File: src/rtl/clap_pkg.sv
// Shared definitions for the clap counter: FSM state encoding and the
// clap-count values that select each command.
package clap_pkg;

   typedef enum logic [1:0] {
      IDLE   = 2'd0,
      BLANK  = 2'd1,
      LISTEN = 2'd2,
      DECIDE = 2'd3
   } clap_state_t;

   localparam logic [1:0] CNT_STEP   = 2'd1;   // one clap: advance position
   localparam logic [1:0] CNT_TOGGLE = 2'd2;   // two claps: toggle active flag
   localparam logic [1:0] CNT_MAX    = 2'd3;   // three or more: ignored

   // Clap count increment that sticks at CNT_MAX
   function automatic logic [1:0] cnt_inc_sat(input logic [1:0] c);
      return (c == CNT_MAX) ? CNT_MAX : c + 2'd1;
   endfunction

endpackage

File: src/rtl/clap_edge_sync.sv
// Two-flop synchroniser plus rising-edge detector for the sound sensor.
// An edge is only reported once the synchronised input has been seen low
// after reset, so a MIC level held high through reset release is not a clap.
module clap_edge_sync (
   input  logic CLK,
   input  logic RST,
   input  logic MIC,
   output logic clap_p
);

   logic sync1_reg;
   logic sync2_reg;
   logic prev_reg;
   logic settle_reg;
   logic armed_reg;

   // Synchronise MIC, remember previous level, arm after a genuine low sample
   always_ff @(posedge CLK) begin
      if (RST) begin
         sync1_reg  <= 1'b0;
         sync2_reg  <= 1'b0;
         prev_reg   <= 1'b0;
         settle_reg <= 1'b0;
         armed_reg  <= 1'b0;
      end else begin
         sync1_reg  <= MIC;
         sync2_reg  <= sync1_reg;
         prev_reg   <= sync2_reg;
         settle_reg <= 1'b1;
         // sync1_reg holds a real MIC sample only once settle_reg is set
         armed_reg  <= armed_reg | (settle_reg & ~sync1_reg);
      end
   end

   assign clap_p = sync2_reg & ~prev_reg & armed_reg;

endmodule

File: src/rtl/clap_counter.sv
// Clap-command decoder: counts claps inside a window opened by the first
// clap, blanks echoes after each accepted clap, and applies the command
// (advance position / toggle active flag / ignore) one cycle after the
// window closes.
// Optional feature: define CLAP_AUTO_OFF_EN to switch the active flag off
// after IDLE_CYC cycles without a decided command.
module clap_counter
   import clap_pkg::*;
#(
   parameter int BLANK_CYC  = 5_000_000,
   parameter int WINDOW_CYC = 50_000_000,
   parameter int IDLE_CYC   = 1_500_000_000
) (
   input  logic       CLK,
   input  logic       RST,
   input  logic       MIC,
   output logic       cont_aplausos,
   output logic [1:0] lado,
   output logic       busy
);

   localparam int WIN_W = (WINDOW_CYC > 1) ? $clog2(WINDOW_CYC) : 1;
   localparam int BLK_W = (BLANK_CYC > 1)  ? $clog2(BLANK_CYC)  : 1;
   localparam logic [WIN_W-1:0] WIN_LAST = WIN_W'(WINDOW_CYC - 1);
   localparam logic [BLK_W-1:0] BLK_LAST = BLK_W'(BLANK_CYC - 1);

   // Reject parameter sets the counters cannot represent
   if (BLANK_CYC < 1 || WINDOW_CYC < 2 || IDLE_CYC < 1) begin : g_param_check
      $error("clap_counter: BLANK_CYC, WINDOW_CYC or IDLE_CYC out of range");
   end

   logic             clap_p;
   clap_state_t      state_reg;
   logic [1:0]       cnt_reg;
   logic [WIN_W-1:0] win_cnt_reg;
   logic [BLK_W-1:0] blank_cnt_reg;
   logic             cont_reg;
   logic [1:0]       lado_reg;
   logic             busy_reg;

`ifdef CLAP_AUTO_OFF_EN
   localparam int IDLE_W = (IDLE_CYC > 1) ? $clog2(IDLE_CYC) : 1;
   localparam logic [IDLE_W-1:0] IDLE_LAST = IDLE_W'(IDLE_CYC - 1);
   logic [IDLE_W-1:0] idle_cnt_reg;
`endif

   clap_edge_sync u_edge_sync (
      .CLK    (CLK),
      .RST    (RST),
      .MIC    (MIC),
      .clap_p (clap_p)
   );

   // Window FSM, counters and registered command outputs
   always_ff @(posedge CLK) begin
      if (RST) begin
         state_reg     <= IDLE;
         cnt_reg       <= 2'd0;
         win_cnt_reg   <= '0;
         blank_cnt_reg <= '0;
         cont_reg      <= 1'b0;
         lado_reg      <= 2'd0;
         busy_reg      <= 1'b0;
`ifdef CLAP_AUTO_OFF_EN
         idle_cnt_reg  <= '0;
`endif
      end else begin
`ifdef CLAP_AUTO_OFF_EN
         // Inactivity timer runs only while active; a DECIDE restarts it
         // and overrides a coincident timeout.
         if (state_reg == DECIDE || !cont_reg || idle_cnt_reg == IDLE_LAST) begin
            idle_cnt_reg <= '0;
         end else begin
            idle_cnt_reg <= idle_cnt_reg + IDLE_W'(1);
         end
         if (state_reg != DECIDE && cont_reg && idle_cnt_reg == IDLE_LAST) begin
            cont_reg <= 1'b0;
            lado_reg <= 2'd0;
         end
`endif
         case (state_reg)
            IDLE: begin
               if (clap_p) begin
                  cnt_reg       <= CNT_STEP;
                  win_cnt_reg   <= '0;
                  blank_cnt_reg <= '0;
                  state_reg     <= BLANK;
                  busy_reg      <= 1'b1;
               end
            end
            BLANK: begin
               // Window expiry has priority; claps are echoes here
               if (win_cnt_reg == WIN_LAST) begin
                  state_reg <= DECIDE;
               end else begin
                  win_cnt_reg <= win_cnt_reg + WIN_W'(1);
                  if (blank_cnt_reg == BLK_LAST) begin
                     state_reg <= LISTEN;
                  end else begin
                     blank_cnt_reg <= blank_cnt_reg + BLK_W'(1);
                  end
               end
            end
            LISTEN: begin
               // A clap coinciding with expiry is dropped
               if (win_cnt_reg == WIN_LAST) begin
                  state_reg <= DECIDE;
               end else begin
                  win_cnt_reg <= win_cnt_reg + WIN_W'(1);
                  if (clap_p) begin
                     cnt_reg       <= cnt_inc_sat(cnt_reg);
                     blank_cnt_reg <= '0;
                     state_reg     <= BLANK;
                  end
               end
            end
            DECIDE: begin
               if (cnt_reg == CNT_STEP) begin
                  if (cont_reg) begin
                     lado_reg <= lado_reg + 2'd1;
                  end
               end else if (cnt_reg == CNT_TOGGLE) begin
                  cont_reg <= ~cont_reg;
                  lado_reg <= 2'd0;
               end
               cnt_reg   <= 2'd0;
               state_reg <= IDLE;
               busy_reg  <= 1'b0;
            end
            default: begin
               state_reg <= IDLE;
               busy_reg  <= 1'b0;
            end
         endcase
      end
   end

   assign cont_aplausos = cont_reg;
   assign lado          = lado_reg;
   assign busy          = busy_reg;

endmodule

File: config.mk
export PLATFORM = sky130hd
export DESIGN_NAME = clap_counter
export DESIGN_NICKNAME = d
export VERILOG_FILES = /design/src/rtl/clap_pkg.sv /design/src/rtl/clap_edge_sync.sv /design/src/rtl/clap_counter.sv
export SDC_FILE = /design/constraint.sdc
export NUM_CORES = 1
export LEC_CHECK = 0
export CORE_ASPECT_RATIO = 1.75
export CORE_MARGIN = 10
export CORE_UTILIZATION = 60
export DETAILED_ROUTE_END_ITERATION = 8
export PLACE_DENSITY = 0.83
export SYNTH_ARGS = -nofsm -noshare
export SYNTH_HDL_FRONTEND = slang
export SYNTH_SLANG_ARGS = --single-unit
File: constraint.sdc
create_clock -name CLK -period 5.4 [get_ports CLK]
set_input_delay 0.54 -clock CLK [delete_from_list [all_inputs] [get_ports CLK]]
set_output_delay 0.54 -clock CLK [all_outputs]
set_load 0.02 [all_outputs]
# Word level (Yosys, flattened, before mapping)
# Index checks and enable logic that the tools add are counted.
dict set report classes {
  shift 0
  order_cmp 0
  muxes 24
  n_reduce_logical 13
  div_mod_pow 0
  n_bitwise 8
  multipliers 0
  add_sub_neg 4
  eq_ne 16
}
# cell count
set ops {}
lappend ops {{$mux W23} 4}
lappend ops {{$pmux W23 S3} 1}
lappend ops {{$mux W26} 2}
lappend ops {{$pmux W26 S2} 1}
lappend ops {{$add A26 B1 Y26 const B} 1}
lappend ops {{$eq A26 B26 Y1 const B} 1}
lappend ops {{$add A23 B1 Y23 const B} 1}
lappend ops {{$eq A23 B23 Y1 const B} 1}
lappend ops {{$mux W2} 11}
lappend ops {{$ne A2 B2 Y1 const B} 7}
lappend ops {{$reduce_and A3 Y1} 3}
lappend ops {{$eq A2 B2 Y1 const B} 4}
lappend ops {{$pmux W2 S4} 1}
lappend ops {{$reduce_and A4 Y1} 2}
lappend ops {{$pmux W2 S3} 1}
lappend ops {{$reduce_bool A2 Y1} 3}
lappend ops {{$reduce_bool A3 Y1} 2}
lappend ops {{$add A2 B1 Y2 const B} 2}
lappend ops {{$eq A2 B1 Y1 const B} 2}
lappend ops {{$not A1 Y1} 4}
lappend ops {{$and A1 B1 Y1} 3}
lappend ops {{$ne A3 B3 Y1 const B} 1}
lappend ops {{$logic_not A2 Y1} 1}
lappend ops {{$mux W1} 2}
lappend ops {{4 further kinds} 4}
dict set report totals {
  n_memories 0
  ff_bits 62
  inputBits 3
  latch_bits 0
  mem_bits_rw 0
  rom_bits 0
}

# Logic depth before layout (Yosys ltp)
# Gate-level depths: netlist of the first run.
dict set report logic_depth {
  word_depth 6
  mapped_depth 10
  depth_no_buf 8
}

# By module
# A second synthesis of the first run with hierarchy kept.
dict set report unflattened {
  cells_unflattened 381
  area_unflattened_um2 3186.8
}
# mod area_per_inst_um2 cells_per_inst instances seq_area_each_um2
set by_module_without_submodules {}
lappend by_module_without_submodules {clap_counter 3042.9 368 1 1141.1}
lappend by_module_without_submodules {clap_edge_sync 143.9 13 1 100.1}

# Worst setup path after synthesis of the first run
# Ideal clock, no wire load.
dict set report synth_timing {
  path_kind {register to register}
  from {register state_reg[0]}
  to {register win_cnt_reg[24]}
  period_less_slack_ns 2.313
  n_path_buf 1
  path_stages_with_launch 10
  slack_ns 3.087
  setup_time_ns 0.070
  arrival_time_ns 2.243
  cell_sequence {dfxtp_1 > inv_1 > ha_1 > nand2b_1 > nand2_1 > or3b_1 > buf_2 > or3_4 > or3_1 > a21oi_1}
}
dict set report synth_via {
  elab_chain_len 4
  word_cells_on_any_way 9
}
# element line
set synth_rtl {}
lappend synth_rtl {{start: declaration} clap_counter.sv:33} ;# clap_state_t state_reg;
lappend synth_rtl {{start signal: assignment} clap_counter.sv:57} ;# state_reg <= IDLE;
lappend synth_rtl {{start signal: assignment} clap_counter.sv:87} ;# state_reg <= BLANK;
lappend synth_rtl {{start signal: assignment} clap_counter.sv:94} ;# state_reg <= DECIDE;
lappend synth_rtl {{$eq A2 B2 Y1 or $eq A2 B1 Y1 (tied branches)} clap_counter.sv:81} ;# case (state_reg)
lappend synth_rtl {{$reduce_or A2 Y1 (no source line)} --}
lappend synth_rtl {{$ne A2 B2 Y1 (no source line) or $reduce_bool A2 Y1 (tied branches)} --}
lappend synth_rtl {{$reduce_and A3 Y1 (no source line)} --}
lappend synth_rtl {{end signal: assignment} clap_counter.sv:96} ;# win_cnt_reg <= win_cnt_reg + WIN_W'(1);
lappend synth_rtl {{end signal: assignment} clap_counter.sv:109} ;# win_cnt_reg <= win_cnt_reg + WIN_W'(1);
lappend synth_rtl {{end: declaration} clap_counter.sv:35} ;# logic [WIN_W-1:0] win_cnt_reg;
# Several ways; a longest one is shown, not always the timed one.
# A chain may end at the register's enable or synchronous reset.

# Worst setup path after layout of the first run
dict set report layout_timing {
  from {register state_reg[1]}
  to {register blank_cnt_reg[12]}
}
dict set report layout_via {
  elab_chain_len 3
  word_cells_on_any_way 9
}
# element line
set layout_rtl {}
lappend layout_rtl {{$eq A2 B1 Y1 (tied with other cells)} clap_counter.sv:81}
lappend layout_rtl {{$ne A2 B2 Y1 (no source line) or $reduce_bool A3 Y1 (tied branches)} --}
lappend layout_rtl {{$reduce_and A4 Y1 (no source line)} --}
lappend layout_rtl {{end signal: assignment} clap_counter.sv:100} ;# blank_cnt_reg <= blank_cnt_reg + BLK_W'(1);
lappend layout_rtl {{end: declaration} clap_counter.sv:36} ;# logic [BLK_W-1:0] blank_cnt_reg;
# Several ways; a longest one is shown, not always the timed one.

==> flow_metrics.py, run 1 <==
metrics = {
    "finish": {
        "drive_gt1_share_pct": 6.67,
        "diodes": 0,
        "nFillCells": 443,
        "layout_commonest_cell": "dfxtp_1",
        "finalNetCount": 409,
        "final_cell_mix": "dfxtp_1, nor2_1, nand2_1, a21oi_1, o21ai_0",
        "largest_register_ffs": 26,
        "area_growth_syn_to_layout_pct": 8.68,
    },
    "timing": {
        "fmax_ghz": 0.360,
        "worst_pin_slew_ns": 1.09,
        "setup_viol": 0,
        "period_minus_slack_ns": 2.77,
        "rsz0062_at_grt": "false",
        "fin_tns_setup_ns": 0,
        "clock_skew_ns": 0.00524,
        "report.final.hold_viol_count": 0,
        "final_max_slew_viol_count": 0,
        "hold_slack_ns": 0.446,
        "relSlewSlack_pct": 26.5,
        "fin_crit_sh_pct": 51.4,
    },
    "route": {
        "routed_wl_mm": 7.67,
        "initialDrtViolationCount": 272,
        "drc": 0,
        "drtAntennaViolNets": 0,
        "vias": 3021,
        "wl_per_cell_um": 16.7,
        "viasPerCell": 6.57,
        "drt-pass1-iter-count": 5,
    },
    "setup_path": {
        "cpPeakStageDelay_ns": 0.59,
        "crit_path_max_fanout": 18,
        "critPathArrivalTime_ns": 3.03,
        "crit_path_cell_trace": "inv_1 > ha_1 > clkinv_1 > o41ai_2 > a21boi_2 > nor2_2 > a221oi_2",
        "rrSetupSlack_ns": 2.63,
        "worstPathRequired_ns": 5.66,
        "worstSetupPathType": "reg -> reg",
        "cp-start-kind": "flip-flop",
        "cp.buffers_inverters": 2,
        "critical_path.slowest_cell": "ha_1",
        "cp_top_family": "compound AO/OA/AOI/OAI gates",
        "end_kind": "flip-flop",
    },
    "power": {
        "combPwrFrac_pct": 2.1,
        "clkPwrFrac_pct": 48.1,
        "p_seq_share_pct": 49.8,
        "p_sw_share_pct": 20.5,
        "p_int_w": 0.000736,
        "p_leak_nw": 1.14,
        "power_density_nw_per_um2": 263,
        "peakVddDrop_uv": 187,
        "power.switching_w": 0.000189,
    },
    "synthesis": {
        "yosysWarnings": 0,
        "avgSynthCellArea_um2": 8.11,
        "synth_edf_count": 0,
        "synth_top_area_cell": "dfxtp_1",
        "synth.top_cell.area_share_pct": 38.3,
        "syn-num-nets": 409,
        "synth.distinct_cells": 57,
        "syn_inst": 400,
        "synthTopCellsByArea": "dfxtp_1, a21oi_1, nor2_1, nand2_1, nand4_1",
        "ys_seq_elements": 62,
        "ys_seq_area_share_pct": 38.3,
        "synth-async-reset-ratio_pct": 0,
        "postSynth.topFlopCell": "dfxtp_1",
        "syn_area_um2": 3240,
    },
    "clock_network": {
        "cts_tree": "yes",
        "ctsHtreeMaxLevel": 3,
        "cts_buffers": 9,
        "clkLatencyLatePin_ns": 0.34,
        "cts_buffer_depth": 2,
        "cts-root-buf": "clkbuf_8",
        "post_cts_buffers": 0,
        "cts_resized": 0,
        "cts_sinks": 62,
        "cts.clk_slew.worst_paths_ns": 0.07,
        "hold_buffers": 0,
    },
    "global_route": {
        "grt_usage_pct": 18.7,
        "grt_max_degree": 38,
        "antenna_found_initial": 0,
        "overflow": 0,
        "grt_pass1_vias": 2982,
        "grt_first_pass_wirelength_mm": 13.0,
    },
    "placed_design": {
        "port_buffers": 6,
        "dp_hpwl_mm": 5.40,
        "routabilityCongestion": 0.946,
    },
    "floorplanning": {
        "initial_core_util_pct": 61.7,
        "die_h_um": 117,
        "core_um2": 5260,
        "die_area_um2": 8860,
        "die_x_um": 75.6,
        "fp-row-count": 35,
        "io_pins": 7,
    },
    "status": {
        "status": "finished clean",
    },
    "flow_run": {
        "maxCapViolCount": 0,
    },
    "min_path": {
        "min-delay-path-class": "reg -> reg",
    },
}
tightest hold or removal path: stages (launching register included):
cell and delay (ns):
dfxtp_1 0.30, inv_1 0.06, nor2_1 0.04
metrics by stage:
stage,std cells,setup WS (ns),power [W],instance area [µm²],utilization [%]
floorplan,400,3.09,0.000484,3240,-
global placement,444,2.75,0.000490,3310,63.0
detailed placement,444,2.73,0.000490,3310,63.0
CTS,460,2.69,0.000934,3520,67.1
global route,460,2.44,0.000955,3520,67.1
finish,460,2.63,0.000926,3520,67.1
final timing paths:
check	cells past startpoint	to	start
min	2	u_edge_sync.sync2_reg$_SDFF_PP0_	u_edge_sync.sync1_reg$_SDFF_PP0_
min reg2reg	2	u_edge_sync.sync2_reg$_SDFF_PP0_	u_edge_sync.sync1_reg$_SDFF_PP0_
max reg2reg	7	blank_cnt_reg[12]$_SDFFE_PP0P_	state_reg[1]$_SDFFE_PP0P_
max	7	blank_cnt_reg[12]$_SDFFE_PP0P_	state_reg[1]$_SDFFE_PP0P_
routing by layer:
| metal | routed length (µm) | global-route usage (%) | vias up | share of wire (%) |
|---|---|---|---|---|
| met5 | 0 | 0 | - | 0 |
| met1 | 2910 | 17.5 | 1417 | 38 |
| met2 | 4100 | 33.7 | 99 | 53 |
| met3 | 344 | 4.47 | 34 | 4.5 |
| li1 | - | - | 1471 | - |
| met4 | 321 | 13.1 | 0 | 4.2 |
synthesized netlist by cell type (4+ instances only):
cell type,count
ha_1,6
a311oi_1,8
nand3b_1,7
a31oi_1,7
nor2b_1,4
nand2b_1,5
nand2_1,36
xor2_1,12
and3_1,7
and4_1,4
clkbuf_1,15
inv_1,15
xnor2_1,7
nor4_1,5
nand4_1,18
nand4b_1,4
nor3_1,9
dfxtp_1,62
a41oi_1,4
a21oi_1,31
nand3_1,17
o21ai_0,19
nor2_1,41
or3_1,11
power groups by stage:
stage                     clock network, W  registers [W]   logic, W
final                             0.000446       0.000461  0.0000192
after global routing              0.000473       0.000461  0.0000211
after CTS                         0.000453       0.000461  0.0000191
after detailed placement                 0       0.000471  0.0000188
after global placement                   0       0.000471  0.0000189
after floorplan                          0       0.000471  0.0000132
area by class of cell:
class                           count  area, µm²  share of cell area, %
Clock inverter                      4       70.1                   1.99
Inverter                           16       60.1                   1.70
Tap cell                           55       68.8                   1.95
Clock buffer                       12        145                   4.12
Multi-Input combinational cell    303       1860                   52.9
Sequential cell                    62       1240                   35.2
Timing Repair Buffer                8       75.1                   2.13
cells by family (layout without fill, tap and decap cells):
family,count (synthesis),in the layout,share of synthesized area (%)
adder cells (fa/ha/maj),6,6,2.31
flip-flops,62,62,38.3
XOR/XNOR,19,19,5.13
buffers and inverters,35,40,4.24
AND/OR/NAND/NOR,181,181,30.2
AO/OA/AOI/OAI,95,95,19.3
multiplexers,2,2,0.617
Power figures use the tool's default switching activity.
==> run 2, diff against run 1 <==
==> constraint.sdc (replaced) <==
create_clock -name CLK -period 2.65 [get_ports CLK]
set_input_delay 0.265 -clock CLK [delete_from_list [all_inputs] [get_ports CLK]]
set_output_delay 0.265 -clock CLK [all_outputs]
set_load 0.02 [all_outputs]
==> run 2 against run 1 <==
Cell area grew 2.4%. Sequential power rose by 100%. Critical path type unchanged. Critical endpoint unchanged. Highest routed layer unchanged. Clock-buffer cell count is 2 lower. Die area unchanged.
==> flow_metrics.py, run 2 (synthesis results as in run 1) <==
metrics = {
    "power": {
        "p_int_w": 0.00140,
        "fin_total_pwr_w": 0.00180,
        "p_leak_nw": 1.21,
        "power.switching_w": 0.000400,
        "p_seq_share_pct": 52.3,
        "p_sw_share_pct": 22.3,
        "peakVddDrop_uv": 483,
        "clkPwrFrac_pct": 45.4,
        "combPwrFrac_pct": 2.3,
        "power_density_nw_per_um2": 498,
    },
    "route": {
        "routed_wl_mm": 8.05,
        "initialDrtViolationCount": 273,
        "drtAntennaViolNets": 0,
        "viasPerCell": 6.43,
        "drc": 0,
        "wl_per_cell_um": 17.0,
        "vias": 3049,
        "drt-pass1-iter-count": 6,
    },
    "timing": {
        "rsz0062_at_grt": "false",
        "worst_pin_slew_ns": 0.781,
        "clock_skew_ns": 0.00916,
        "final_max_slew_viol_count": 0,
        "relSlewSlack_pct": 47.4,
        "fmax_ghz": 0.401,
        "setup_viol": 0,
        "fin_crit_sh_pct": 94.1,
        "fin_tns_setup_ns": 0,
        "report.final.hold_viol_count": 0,
        "period_minus_slack_ns": 2.49,
        "hold_slack_ns": 0.454,
    },
    "setup_path": {
        "reg2reg_to": "blank_cnt_reg[12]$_SDFFE_PP0P_",
        "crit_path_max_fanout": 12,
        "rrSetupSlack_ns": 0.16,
        "timing.rr.start": "win_cnt_reg[6]$_SDFFE_PP0P_",
        "cp-start-kind": "flip-flop",
        "worstSetupPathType": "reg -> reg",
        "reg2reg_depth": 8,
        "worstPathRequired_ns": 2.92,
        "critPathArrivalTime_ns": 2.76,
        "end_kind": "flip-flop",
    },
    "finish": {
        "design_area_um2": 3610,
        "area_growth_syn_to_layout_pct": 11.3,
        "layout_commonest_cell": "dfxtp_1",
        "final_cell_mix": "dfxtp_1, nor2_1, nand2_1, a21oi_1, o21ai_0",
        "drive_gt1_share_pct": 10.3,
        "diodes": 0,
        "post-route-util_pct": 68.7,
        "largest_register_ffs": 26,
        "finalNetCount": 424,
    },
    "clock_network": {
        "cts_buffers": 9,
        "ctsHtreeMaxLevel": 3,
        "cts_resized": 0,
        "cts-root-buf": "clkbuf_8",
        "cts_buffer_depth": 2,
        "clkLatencyLatePin_ns": 0.35,
        "cts.clk_slew.worst_paths_ns": 0.07,
        "cts_sinks": 62,
        "cts_tree": "yes",
    },
    "min_path": {
        "min_to": "u_edge_sync.sync2_reg$_SDFF_PP0_",
        "min-delay-path-class": "reg -> reg",
        "min_from": "u_edge_sync.sync1_reg$_SDFF_PP0_",
        "hold_depth": 2,
    },
    "global_route": {
        "grt_max_degree": 37,
        "grtUsageMet1_pct": 17.8,
        "grt_util_met3_pct": 4.05,
        "overflow": 0,
        "globalRoute.busiestLayer": "met2",
        "grt_pass1_vias": 2984,
        "grt_usage_pct": 18.9,
        "antenna_found_initial": 0,
        "use_met2_pct": 33.5,
        "grt_first_pass_wirelength_mm": 12.9,
    },
    "floorplanning": {
        "core_um2": 5260,
        "die_area_um2": 8860,
        "fp-row-count": 35,
        "io_pins": 7,
        "die_h_um": 117,
        "initial_core_util_pct": 61.7,
        "die_x_um": 75.6,
    },
    "placed_design": {
        "placed_area_um2": 3410,
        "port_buffers": 6,
        "dp_hpwl_mm": 5.63,
        "routabilityCongestion": 0.938,
    },
    "status": {
        "status": "finished clean",
    },
    "flow_run": {
        "maxCapViolCount": 0,
    },
}
run 2: worst max-delay path by stage:
stage / startpoint / endpoint / cells after the start
after floorplan: state_reg[0]$_SDFFE_PP0P_ / win_cnt_reg[24]$_SDFFE_PP0P_ / 9
after global placement: win_cnt_reg[18]$_SDFFE_PP0P_ / blank_cnt_reg[12]$_SDFFE_PP0P_ / 7
after detailed placement: win_cnt_reg[13]$_SDFFE_PP0P_ / blank_cnt_reg[12]$_SDFFE_PP0P_ / 7
after CTS: win_cnt_reg[6]$_SDFFE_PP0P_ / blank_cnt_reg[12]$_SDFFE_PP0P_ / 7
after global routing: win_cnt_reg[6]$_SDFFE_PP0P_ / blank_cnt_reg[0]$_SDFFE_PP0P_ / 8
final: win_cnt_reg[6]$_SDFFE_PP0P_ / blank_cnt_reg[12]$_SDFFE_PP0P_ / 8
run 2: critical path, stage by stage (launching register included):
cell and delay [ns]:
dfxtp_1 0.42, nor4b_1 0.34, nand4b_1 0.16, buf_4 0.19, o41ai_2 0.48, a21boi_2 0.23
buf_4 0.20, nor2_2 0.11, a221oi_2 0.27
run 2: power groups by stage:
stage | Combinational (W) | Clock (W) | Sequential [W]
floorplan | 0.0000270 | 0 | 0.000959
global placement | 0.0000402 | 0 | 0.000961
detailed placement | 0.0000407 | 0 | 0.000961
CTS | 0.0000409 | 0.000829 | 0.000939
global route | 0.0000444 | 0.000862 | 0.000939
finish | 0.0000408 | 0.000816 | 0.000940
run 2: timing repair:
| action | CTS | global route |
|---|---|---|
| hold buffers | 0 | 0 |
| endpoints found under the setup margin | 0 | 8 |
| setup buffers | 0 | 2 |
run 2: layout make-up:
type,instances,area [µm²]
Clock buffer,10,138
Clock inverter,5,50.0
Fill cell,433,1650
Inverter,16,60.1
Multi-Input combinational cell,303,1860
Sequential cell,62,1240
Tap cell,55,68.8
Timing Repair Buffer,23,188
run 2: stage by stage:
step	setup WS, ns	std cells
2_1_floorplan	0.337	400
3_3_place_gp	0.248	457
3_5_place_dp	0.203	457
4_1_cts	0.0676	472
5_1_grt	0.0527	474
6_report	0.157	474
run 2: routing by layer:
| metal | vias up | share of wire (%) |
|---|---|---|
| met5 | - | 0 |
| li1 | 1490 | - |
| met2 | 91 | 53 |
| met4 | 0 | 4.9 |
| met1 | 1430 | 38 |
| met3 | 38 | 4.5 |
